$ cat config.mk
export PLATFORM = sky130hd
export DESIGN_NAME = cba_seq_ctrl
export DESIGN_NICKNAME = d
export VERILOG_FILES = /design/src/rtl/cba_pkg.sv /design/src/rtl/carry_bypass_4.sv /design/src/rtl/cba_seq_ctrl.sv
export SDC_FILE = /design/constraint.sdc
export NUM_CORES = 1
export LEC_CHECK = 0
export ABC_AREA = 1
export CAP_MARGIN = 20
export CORE_AREA = 2 2 76 78
export DETAILED_ROUTE_END_ITERATION = 10
export DIE_AREA = 0 0 78 80
export PLACE_DENSITY = 0.92
export SLEW_MARGIN = 20
export SYNTH_ARGS = -nofsm -noshare
export SYNTH_HDL_FRONTEND = slang
export SYNTH_SLANG_ARGS = --single-unit
$ cat constraint.sdc
create_clock -name clk -period 6.1 [get_ports clk]
set_input_delay 1.22 -clock clk [delete_from_list [all_inputs] [get_ports clk]]
set_output_delay 1.22 -clock clk [all_outputs]
set_load 0.02 [all_outputs]
$ cat src/rtl/cba_pkg.sv
// Shared constants and FSM state type for the nibble-serial carry-bypass adder sequencer.
package cba_pkg;

  localparam int unsigned NIB_W = 4;

  typedef enum logic [1:0] {
    IDLE = 2'd0,
    RUN  = 2'd1,
    DONE = 2'd2
  } state_e;

endpackage

$ cat src/rtl/carry_bypass_4.sv
// Combinational 4-bit carry-bypass slice: ripple carry, skipped straight to cout when all bits propagate.
module carry_bypass_4
  import cba_pkg::*;
(
  input  logic [NIB_W-1:0] a,
  input  logic [NIB_W-1:0] b,
  input  logic             cin,
  output logic [NIB_W-1:0] s,
  output logic             cout,
  output logic             p_all
);

  logic [NIB_W-1:0] p;
  logic [NIB_W-1:0] g;
  logic             c1;
  logic             c2;
  logic             c3;
  logic             c4;

  assign p = a ^ b;
  assign g = a & b;

  assign c1 = g[0] | (p[0] & cin);
  assign c2 = g[1] | (p[1] & c1);
  assign c3 = g[2] | (p[2] & c2);
  assign c4 = g[3] | (p[3] & c3);

  assign s     = p ^ {c3, c2, c1, cin};
  assign p_all = &p;
  // With every bit propagating the ripple result equals cin; take the short path.
  assign cout  = p_all ? cin : c4;

endmodule

$ cat src/rtl/cba_seq_ctrl.sv
// Sequences one shared 4-bit carry-bypass slice over WIDTH-bit operands, one nibble per cycle.
// Optional subtract mode (sub port, A-B via ~B plus carry-in 1) enabled by defining CBA_SUB_EN.
module cba_seq_ctrl
  import cba_pkg::*;
#(
  parameter  int unsigned WIDTH = 16,
  localparam int unsigned CNT_W = $clog2(WIDTH / 4 + 1)
) (
  input  logic             clk,
  input  logic             rst_n,
  input  logic             in_valid,
  output logic             in_ready,
  input  logic [WIDTH-1:0] A,
  input  logic [WIDTH-1:0] B,
  input  logic             cin,
`ifdef CBA_SUB_EN
  input  logic             sub,
`endif
  output logic             out_valid,
  input  logic             out_ready,
  output logic [WIDTH-1:0] S,
  output logic             Cout,
  output logic [CNT_W-1:0] byp_cnt,
  output logic             busy
);

  localparam int unsigned NIB   = WIDTH / NIB_W;
  localparam int unsigned IDX_W = (NIB > 1) ? $clog2(NIB) : 1;

  state_e           state_q, state_d;
  logic [WIDTH-1:0] a_q, a_d;
  logic [WIDTH-1:0] b_q, b_d;
  logic             carry_q, carry_d;
  logic [IDX_W-1:0] idx_q, idx_d;
  logic [WIDTH-1:0] s_q, s_d;
  logic             cout_q, cout_d;
  logic [CNT_W-1:0] byp_q, byp_d;
  logic             out_valid_q, out_valid_d;
  logic             in_ready_q, in_ready_d;
  logic             busy_q, busy_d;

  logic [WIDTH-1:0] b_in;
  logic             carry_in;
  logic [NIB_W-1:0] slice_s;
  logic             slice_cout;
  logic             slice_p_all;

  // Operand conditioning at accept; subtract is A + ~B + 1.
`ifdef CBA_SUB_EN
  assign b_in     = sub ? ~B : B;
  assign carry_in = sub | cin;
`else
  assign b_in     = B;
  assign carry_in = cin;
`endif

  carry_bypass_4 u_slice (
    .a     (a_q[idx_q*NIB_W +: NIB_W]),
    .b     (b_q[idx_q*NIB_W +: NIB_W]),
    .cin   (carry_q),
    .s     (slice_s),
    .cout  (slice_cout),
    .p_all (slice_p_all)
  );

  always_comb begin
    state_d     = state_q;
    a_d         = a_q;
    b_d         = b_q;
    carry_d     = carry_q;
    idx_d       = idx_q;
    s_d         = s_q;
    cout_d      = cout_q;
    byp_d       = byp_q;
    out_valid_d = out_valid_q;
    in_ready_d  = in_ready_q;
    busy_d      = busy_q;
    case (state_q)
      IDLE: begin
        if (in_valid) begin
          state_d    = RUN;
          a_d        = A;
          b_d        = b_in;
          carry_d    = carry_in;
          idx_d      = '0;
          s_d        = '0;
          cout_d     = 1'b0;
          byp_d      = '0;
          in_ready_d = 1'b0;
          busy_d     = 1'b1;
        end
      end
      RUN: begin
        s_d[idx_q*NIB_W +: NIB_W] = slice_s;
        carry_d = slice_cout;
        idx_d   = idx_q + IDX_W'(1);
        if (slice_p_all) begin
          byp_d = byp_q + CNT_W'(1);
        end
        if (idx_q == IDX_W'(NIB - 1)) begin
          state_d     = DONE;
          cout_d      = slice_cout;
          out_valid_d = 1'b1;
        end
      end
      DONE: begin
        if (out_ready) begin
          state_d     = IDLE;
          out_valid_d = 1'b0;
          in_ready_d  = 1'b1;
          busy_d      = 1'b0;
        end
      end
      default: state_d = IDLE;
    endcase
  end

  always_ff @(posedge clk or negedge rst_n) begin
    if (!rst_n) begin
      state_q     <= IDLE;
      a_q         <= '0;
      b_q         <= '0;
      carry_q     <= 1'b0;
      idx_q       <= '0;
      s_q         <= '0;
      cout_q      <= 1'b0;
      byp_q       <= '0;
      out_valid_q <= 1'b0;
      in_ready_q  <= 1'b1;
      busy_q      <= 1'b0;
    end else begin
      state_q     <= state_d;
      a_q         <= a_d;
      b_q         <= b_d;
      carry_q     <= carry_d;
      idx_q       <= idx_d;
      s_q         <= s_d;
      cout_q      <= cout_d;
      byp_q       <= byp_d;
      out_valid_q <= out_valid_d;
      in_ready_q  <= in_ready_d;
      busy_q      <= busy_d;
    end
  end

  assign in_ready  = in_ready_q;
  assign out_valid = out_valid_q;
  assign S         = s_q;
  assign Cout      = cout_q;
  assign byp_cnt   = byp_q;
  assign busy      = busy_q;

endmodule
==> results of run 1 <==
## cells in the final DEF, fill, tap and decap left out, drive strengths merged, types with 2 or more instances in the layout
master / count
nand2: 139
dfrtp: 59
clkdlybuf4s50: 58
nand3: 30
inv: 29
o21ai: 25
nor2: 16
clkbuf: 11
o22ai: 10
ha: 10
clkinv: 5
fa: 4
a21oi: 3
o21bai: 2
buf: 2
## per-layer routing
| layer | vias to the layer above | GRT usage, % | routed length [um] |
|---|---|---|---|
| li1 | 1202 | - | - |
| met1 | 1124 | 25.80 | 2654 |
| met2 | 80 | 37.84 | 3145 |
| met3 | 19 | 5.882 | 341 |
| met4 | 0 | 10.00 | 175 |
| met5 | - | 0 | 0 |
## cell type report
type	count	area [um^2]	share of cell area [%]
flip-flops and latches	60	1503	40.63
multi-input cells	241	1196	32.34
inverters	30	115.1	3.112
clock buffers	11	151.4	4.093
repair buffers	60	593.1	16.04
clock inverters	5	50.05	1.353
well taps	72	90.09	2.436
## power groups by stage
stage,logic [uW],registers (uW),clock network [uW]
after floorplan,701,725,0
after global placement,987,707,0
after detailed placement,1030,715,0
after CTS,1040,710,365
after global routing,1180,730,385
final,1040,710,362
## synth_stat cells, drive strengths merged
cell,count
a21oi,3
buf,12
clkinv,1
dfrtp,59
dfstp,1
fa,4
ha,10
inv,29
nand2,139
nand3,30
nand4,1
nor2,16
o21ai,25
o21bai,2
o22ai,10
xor2,1
## critical path: cells and delay by family (launching register included)
family / cells / cell delay (ns)
AO/OA/AOI/OAI: 3 / 0.65
adder cells (fa/ha/maj): 4 / 1.29
buffers and inverters: 3 / 0.43
flip-flops: 1 / 0.82
AND/OR/NAND/NOR: 1 / 0.12
## flip-flops by register name, indices dropped and copies added (netlist names)
signal,cells
busy,1
S,16
idx_q,2
in_ready,1
Cout,1
out_valid,1
byp_cnt,3
carry_q,1
a_q,16
state_q,2
b_q,16
## path summary, 6_finish.rpt
check	startpoint	endpoint	slack (ns)	depth (start not counted)
setup / recovery	idx_q[0]	S[15]	2.72	11
hold / removal	in_ready	in_ready	0.46	2
setup reg to reg	idx_q[0]	S[15]	2.72	11
hold reg to reg	in_ready	in_ready	0.46	2
max in group asynchronous	rst_n	b_q[8]	4.58	2
min in group asynchronous	rst_n	a_q[13]	1.03	2
## per-stage QoR
step | cells | setup slack, ns | util [%]
after floorplan | 343 | 3.291 | -
after CTS | 479 | 2.787 | 68.43
after detailed placement | 463 | 2.794 | 64.70
final | 479 | 2.718 | 68.43
after global routing | 479 | 2.358 | 68.43
after global placement | 463 | 2.946 | 64.70
## cell families after synthesis
kind of cell             after synthesis  synth area share [%]
buffers and inverters                 42                 6.704
flip-flops                            60                 51.95
XOR/XNOR                               1                0.3028
adder cells (fa/ha/maj)               14                 7.094
AND/OR/NAND/NOR                      186                 26.30
AO/OA/AOI/OAI                         40                 7.656
==> metrics, run 1 <==
worst endpoint data arrival time=~3.6 ns; CTS tree=yes; Final setup viols=0; fin area=3699 um^2; largest cells by area after synthesis=dfrtp_1 (51%), nand2_1 (18%), nand3_1 (5.0%), ha_1 (4.3%), o21ai_0 (4.2%); Hold WS=roughly 0.46 ns; nets=roughly 450; initial core utilization=between 50% and 60%; share of cells above drive strength 1=6.880%; FILL cells=439; Startpoint Class=flip-flop; initial drt markers=174; CP Data Required Time=6.35 ns; postcts setup bufs=0; Mapped Area=2893 um^2; CTS resizes=0; period utilisation layout=55.44%; flops & latches, synth=60; Flop pwr share=between 30% and 40%; Setup TNS=0 ns; Comb pwr share=about half; area of the core=around 5400 um^2; DR WL/cell=~13 um; status=completed; register area share after synthesis=51.95%; dpl hpwl=4467 um; endpoints failing hold=0; hold crit path type=flip-flop to flip-flop; Yosys warning count=0; buffers added on ports=59; Synth top area share=51.04%; GP Congestion=0.8877; H-tree depth=3; via count=2425; GRT Overall Usage=21.99%; Total Power=2114 uW; Post-Syn Nets=394; Boundary Pins=60; GR Overflow Total=0; CP max stage cell=dfrtp_1; drt total wl=6316 um; post-route minimum period=3.382 ns; cts hold-fix bufs=0; ANT cells=0; post-synth cell types=25; CTS buffer count=9; fin. max-slew vios=0; Final ANT Viol Nets=0; setup repair after global routing missed its margin=false; leakage power=0.001843 uW; Clk Latency, worst-skew pair=0.34 ns; Max Clock Skew=0.007677 ns; max cap viols=0; Die X=approximately 78 um; Worst path max stage delay=0.82 ns; drt pass-1 iters=4; P_sw=923.1 uW; syn_area_per_cell=about 8.4 um^2; pin count of the biggest net entering global routing=61; Rows=27; Post-route DRC=0; Clock Power Share=17.1%; initial antenna violation count=0; clk slew on worst S/H paths=0.07 ns; first-pass GRT wire length=10680 um; peak supply drop=0.2649 mV; crit path max fanout=25; Slew headroom=roughly 50%; Area Growth Syn to Fin=27.85%; Vias per Instance=5.063; placed cell area=3497 um^2; worst slew pin tran=~0.74 ns; areal power density over the cells=571.7 nW/um^2; CP Cell Sequence=inv_2, o21ai_0, o22ai_1, fa_1, inv_1, fa_1, fa_1, inv_1, fa_1, nand3_1, o21ai_0; Setup crit end kind=flip-flop; die outline area=6240 um^2; highest clock rate=295.7 MHz; switching share of power=43.66%; Gate Count Post-Synth=343; Root Driver=clkbuf_8; Max Buffers Root-to-Sink=2; largest area contributor in the netlist=dfrtp_1; internal power=about 1200 uW; Crit Path Class=flip-flop to flip-flop; chip height=80 um; vias in the first global route=2449; CTS Sinks=60; Top cell by count, worst path=fa_1
No activity file was read; power rests on OpenSTA's default activity.
==> run 2, diff against run 1 <==
- CORE_AREA: 2 2 76 78 -> 2 2 79 81
- DIE_AREA: 0 0 78 80 -> 0 0 81 83
- PLACE_DENSITY: 0.92 -> 0.87
- clock period: 6.1 -> 3.2 ns (I/O delays scaled with it)
==> run 2 against run 1 <==
Net effect:
- design area rose by 1.7%
- first-iteration DRC count is 10% lower
- fmax increased by 13%
- non-clock buffer count rose by 4
==> metrics, run 2 (synthesis results as in run 1) <==
status=completed; die outline area=6723 um^2; CTS tree=yes; chip height=83 um; areal power density over the cells=1100 nW/um^2; Post-route DRC=0; Area Growth Syn to Fin=29.97%; fin. max-slew vios=0; Slew headroom=68.35%; via count=around 2500; Final ANT Viol Nets=0; drt total wl=6320 um; Root Driver=clkbuf_8; ANT cells=0; Worst path max stage delay=0.54 ns; M1 WL=~2700 um; peak supply drop=0.5451 mV; CP max stage cell=dfrtp_1; GRT Overall Usage=20.84%; max cap viols=0; leakage power=0.001871 uW; H-tree depth=3; hold crit path type=input pin to asynchronous set/reset pin; postcts setup bufs=0; first-pass GRT wire length=10960 um; Highest Signal Layer=met4; Max Buffers Root-to-Sink=2; Total Power=around 4100 uW; initial core utilization=49.74%; crit path max fanout=14; most common cell after layout, fill and taps aside=nand2_1; FILL cells=520; share of cells above drive strength 1=approximately 7.5%; CTS resizes=0; worst slack, placed=0.2090 ns; dpl hpwl=4759 um; Boundary Pins=60; Clk Latency, worst-skew pair=0.34 ns; CTS Sinks=60; Top cell by count, worst path=fa_1; buffers added on ports=59; DR WL/cell=13.00 um; DR WL met3=220 um; Setup TNS=0 ns; GP Congestion=0.8386; area of the core=5816 um^2; cts hold-fix bufs=0; vias in the first global route=2518; crit-path leading delay family=adder cells; CP Cell Sequence=inv_2, o21ai_0, o22ai_1, fa_1, inv_1, fa_1, fa_1, inv_1, fa_1, nand3_1, o21ai_0; Startpoint Class=flip-flop; WL met2=3220 um; Final WS setup=0.1952 ns; Rows=28; worst slew pin tran=0.4741 ns; CTS buffer count=9; nets=457; Vias per Instance=5.070; Final setup viols=0; Die X=81 um; Setup crit end kind=flip-flop; initial drt markers=156; setup repair after global routing missed its margin=false; crit path buf inv count=3; Reg area=around 1500 um^2; GR Overflow Total=0; Crit Path Class=flip-flop to flip-flop; commonest non-fill, non-tap cells in the layout=nand2_1 (137), dfrtp_1 (59), clkdlybuf4s50_1 (58), nand3_1 (29); area occupied by multi-input gates=1196 um^2; period utilisation layout=93.90%; highest clock rate=332.8 MHz; pin count of the biggest net entering global routing=61; clk slew on worst S/H paths=0.07 ns; worst endpoint data arrival time=3.22 ns; endpoints failing hold=0; initial antenna violation count=0; Max Clock Skew=0.006443 ns; post-route minimum period=3.005 ns; CP Data Required Time=around 3.4 ns; drt pass-1 iters=4
run 2: cell count changes in the layout (fill, tap and decap cells not counted), sizes merged:
cell,change
buf,+4
bufinv,+1
clkinv,-1
run 2: worst paths after layout:
path / end / slack [ns] / startpoint / cells past startpoint
worst max-delay path: S[15] / 0.20 / idx_q[0] / 11
worst min-delay path: state_q[0] / 0.29 / rst_n / 2
worst max register to register: S[15] / 0.20 / idx_q[0] / 11
worst min register to register: in_ready / 0.48 / in_ready / 2
max in group asynchronous: in_ready / 2.63 / rst_n / 2
min in group clk: in_ready / 0.48 / in_ready / 2
run 2: through the flow:
step / instances / area, um^2 / util [%] / hold slack [ns]
2_1_floorplan: 343 / 2893 / - / 0.3444
3_3_place_gp: 470 / 3543 / 60.93 / 0.4504
3_5_place_dp: 470 / 3543 / 60.93 / 0.4645
4_1_cts: 486 / 3760 / 64.65 / 0.3087
5_1_grt: 486 / 3760 / 64.65 / 0.3295
6_report: 486 / 3760 / 64.65 / 0.2866
run 2: report_power, final:
| group | internal [uW] | switching, uW | total, uW | leakage, uW |
|---|---|---|---|---|
| clock | 456 | 288 | 744 | 0.000113 |
| combinational | 820 | 1250 | 2070 | 0.000996 |
| sequential | 1090 | 232 | 1320 | 0.000762 |
run 2: routing by layer:
layer / track usage [%] / up-vias
li1: - / 1215
met1: 26.01 / 1176
met2: 34.56 / 57
met3: 4.022 / 16
met4: 9.399 / 0
met5: 0 / -
run 2: layout make-up:
class	instances	share of cell area, %
Clock buffer	11	3.760
Clock inverter	5	1.997
Inverter	30	3.062
Multi-Input combinational cell	241	31.81
Sequential cell	60	39.97
Tap cell	75	2.496
Timing Repair Buffer	64	16.91
run 2: worst register-to-register path: stages, from the launching register on:
cell     delay [ns]
dfrtp_1        0.54
inv_2          0.21
o21ai_0        0.10
o22ai_1        0.24
fa_1           0.22
inv_1          0.05
fa_1           0.37
fa_1           0.38
inv_1          0.09
fa_1           0.45
nand3_1        0.12
o21ai_0        0.11
==> run 3, diff against run 2 <==
- CORE_AREA: 2 2 79 81 -> 2 2 83 77
- DIE_AREA: 0 0 81 83 -> 0 0 85 79
==> run 3 against run 2 <==
Net effect:
- wire length up 1.8%
- flip-flop and latch count is the same
- utilization fell by 0.91 points
- largest cell class unchanged
- global-route usage is 0.25 points lower
- power grew 1.9%
- design area increased by 0.23%
- sequential share of layout area shrank 0.060 points
- clock-buffer cell count is the same
- critical path depth did not move
- highest routed layer unchanged
==> metrics, run 3 (synthesis results as in run 1) <==
GRT Overall Usage=20.59%; CP Data Required Time=3.42 ns; Final ANT Viol Nets=0; crit path buf inv count=3; Final WS setup=0.3192 ns; Reg area=1504 um^2; fin. max-slew vios=0; pin count of the biggest net entering global routing=between 40 and 50; GR Overflow Total=0; Boundary Pins=60; leakage power=about 0.0019 uW; areal power density over the cells=1118 nW/um^2; most common cell after layout, fill and taps aside=nand2_1; CTS buffer count=9; setup repair after global routing missed its margin=false; worst slew pin tran=0.6028 ns; area occupied by multi-input gates=1202 um^2; GP Congestion=0.8889; first-pass GRT wire length=approximately 11000 um; final core utilization=63.75%; drt pass-1 iters=4; drt total wl=6431 um; initial drt markers=85; CTS tree=yes; worst slack, placed=0.2425 ns; initial core utilization=48.93%; hold crit path type=input pin to asynchronous set/reset pin; die outline area=6715 um^2; Setup TNS=0 ns; Top cell by count, worst path=fa_1; DR WL/cell=13.31 um; Area Growth Syn to Fin=30.28%; peak supply drop=0.5388 mV; worst endpoint data arrival time=3.10 ns; status=completed; Setup crit end kind=flip-flop; Root Driver=clkbuf_8; nets=457; area of the core=roughly 6000 um^2; CTS Sinks=60; highest clock rate=347.1 MHz; share of cells above drive strength 1=7.786%; chip height=~80 um; Rows=27; Max Clock Skew=0.008431 ns; Vias per Instance=5.075; vias in the first global route=roughly 2400; Slew headroom=59.81%; CP Cell Sequence=inv_2, o21ai_0, o22ai_1, fa_1, inv_1, fa_1, fa_1, inv_1, fa_1, nand3_1, o21ai_0; commonest non-fill, non-tap cells in the layout=nand2_1 (137), dfrtp_1 (58), clkdlybuf4s50_1 (58), nand3_1 (29); FILL cells=490; cts hold-fix bufs=0; ANT cells=0; Die X=about 85 um; dpl hpwl=4695 um; H-tree depth=3; post-route minimum period=2.881 ns; buffers added on ports=59; period utilisation layout=between 90% and 100%; Clk Latency, worst-skew pair=0.34 ns; CP max stage cell=dfrtp_2; endpoints failing hold=0; via count=2451; initial antenna violation count=0; crit-path leading delay family=adder cells; max cap viols=0; clk slew on worst S/H paths=0.07 ns; Final setup viols=0; Post-route DRC=0; Startpoint Class=flip-flop; crit path max fanout=14; Max Buffers Root-to-Sink=2; Crit Path Class=flip-flop to flip-flop; Worst path max stage delay=0.51 ns
run 3: cell type report:
| type | instances | area share [%] |
|---|---|---|
| well taps | 72 | 2.390 |
| inverters | 30 | 3.054 |
| flip-flops and latches | 60 | 39.91 |
| repair buffers | 64 | 16.60 |
| multi-input cells | 241 | 31.91 |
| clock inverters | 5 | 2.656 |
| clock buffers | 11 | 3.486 |
run 3: worst reg2reg max path, stage by stage, from the launching register on:
cell,delay [ns]
dfrtp_2,0.51
inv_2,0.17
o21ai_0,0.09
o22ai_1,0.23
fa_1,0.22
inv_1,0.05
fa_1,0.37
fa_1,0.38
inv_1,0.08
fa_1,0.45
nand3_1,0.12
o21ai_0,0.09
run 3: per-layer routing:
layer  vias up  GRT usage [%]  share of wire, %
met5         -              0                 0
met4         0          10.32               3.0
met3        21          4.470               4.5
met2        80          33.75                47
met1      1140          25.82                45
li1       1210              -                 -
run 3: what timing repair did:
action                     4_1_cts  5_1_grt
setup endpoints to repair        0        2
resized for setup                0        2
buffers inserted                 0        0
run 3: path summary, 6_finish.rpt:
path / slack, ns / depth (start not counted) / end / from
hold / removal: 0.31 / 1 / S[1] / rst_n
hold reg to reg: 0.48 / 2 / a_q[7] / a_q[7]
setup / recovery: 0.32 / 11 / S[7] / idx_q[0]
setup reg to reg: 0.32 / 11 / S[7] / idx_q[0]
min in group clk: 0.48 / 2 / a_q[7] / a_q[7]
max in group asynchronous: 2.28 / 2 / a_q[1] / rst_n
run 3: power breakdown:
group / switching [uW] / internal [uW] / total (uW)
clock: 295 / 515 / 810
combinational: 1250 / 821 / 2070
sequential: 241 / 1090 / 1330
run 3: stage by stage:
stage	std cells	hold WS (ns)	area (um^2)	power, uW
2_1_floorplan	343	0.3444	2893	2717
6_report	483	0.3102	3769	4213
5_1_grt	483	0.3567	3769	4562
4_1_cts	483	0.4752	3759	4223
3_5_place_dp	467	0.4629	3527	3385
3_3_place_gp	467	0.4508	3527	3313
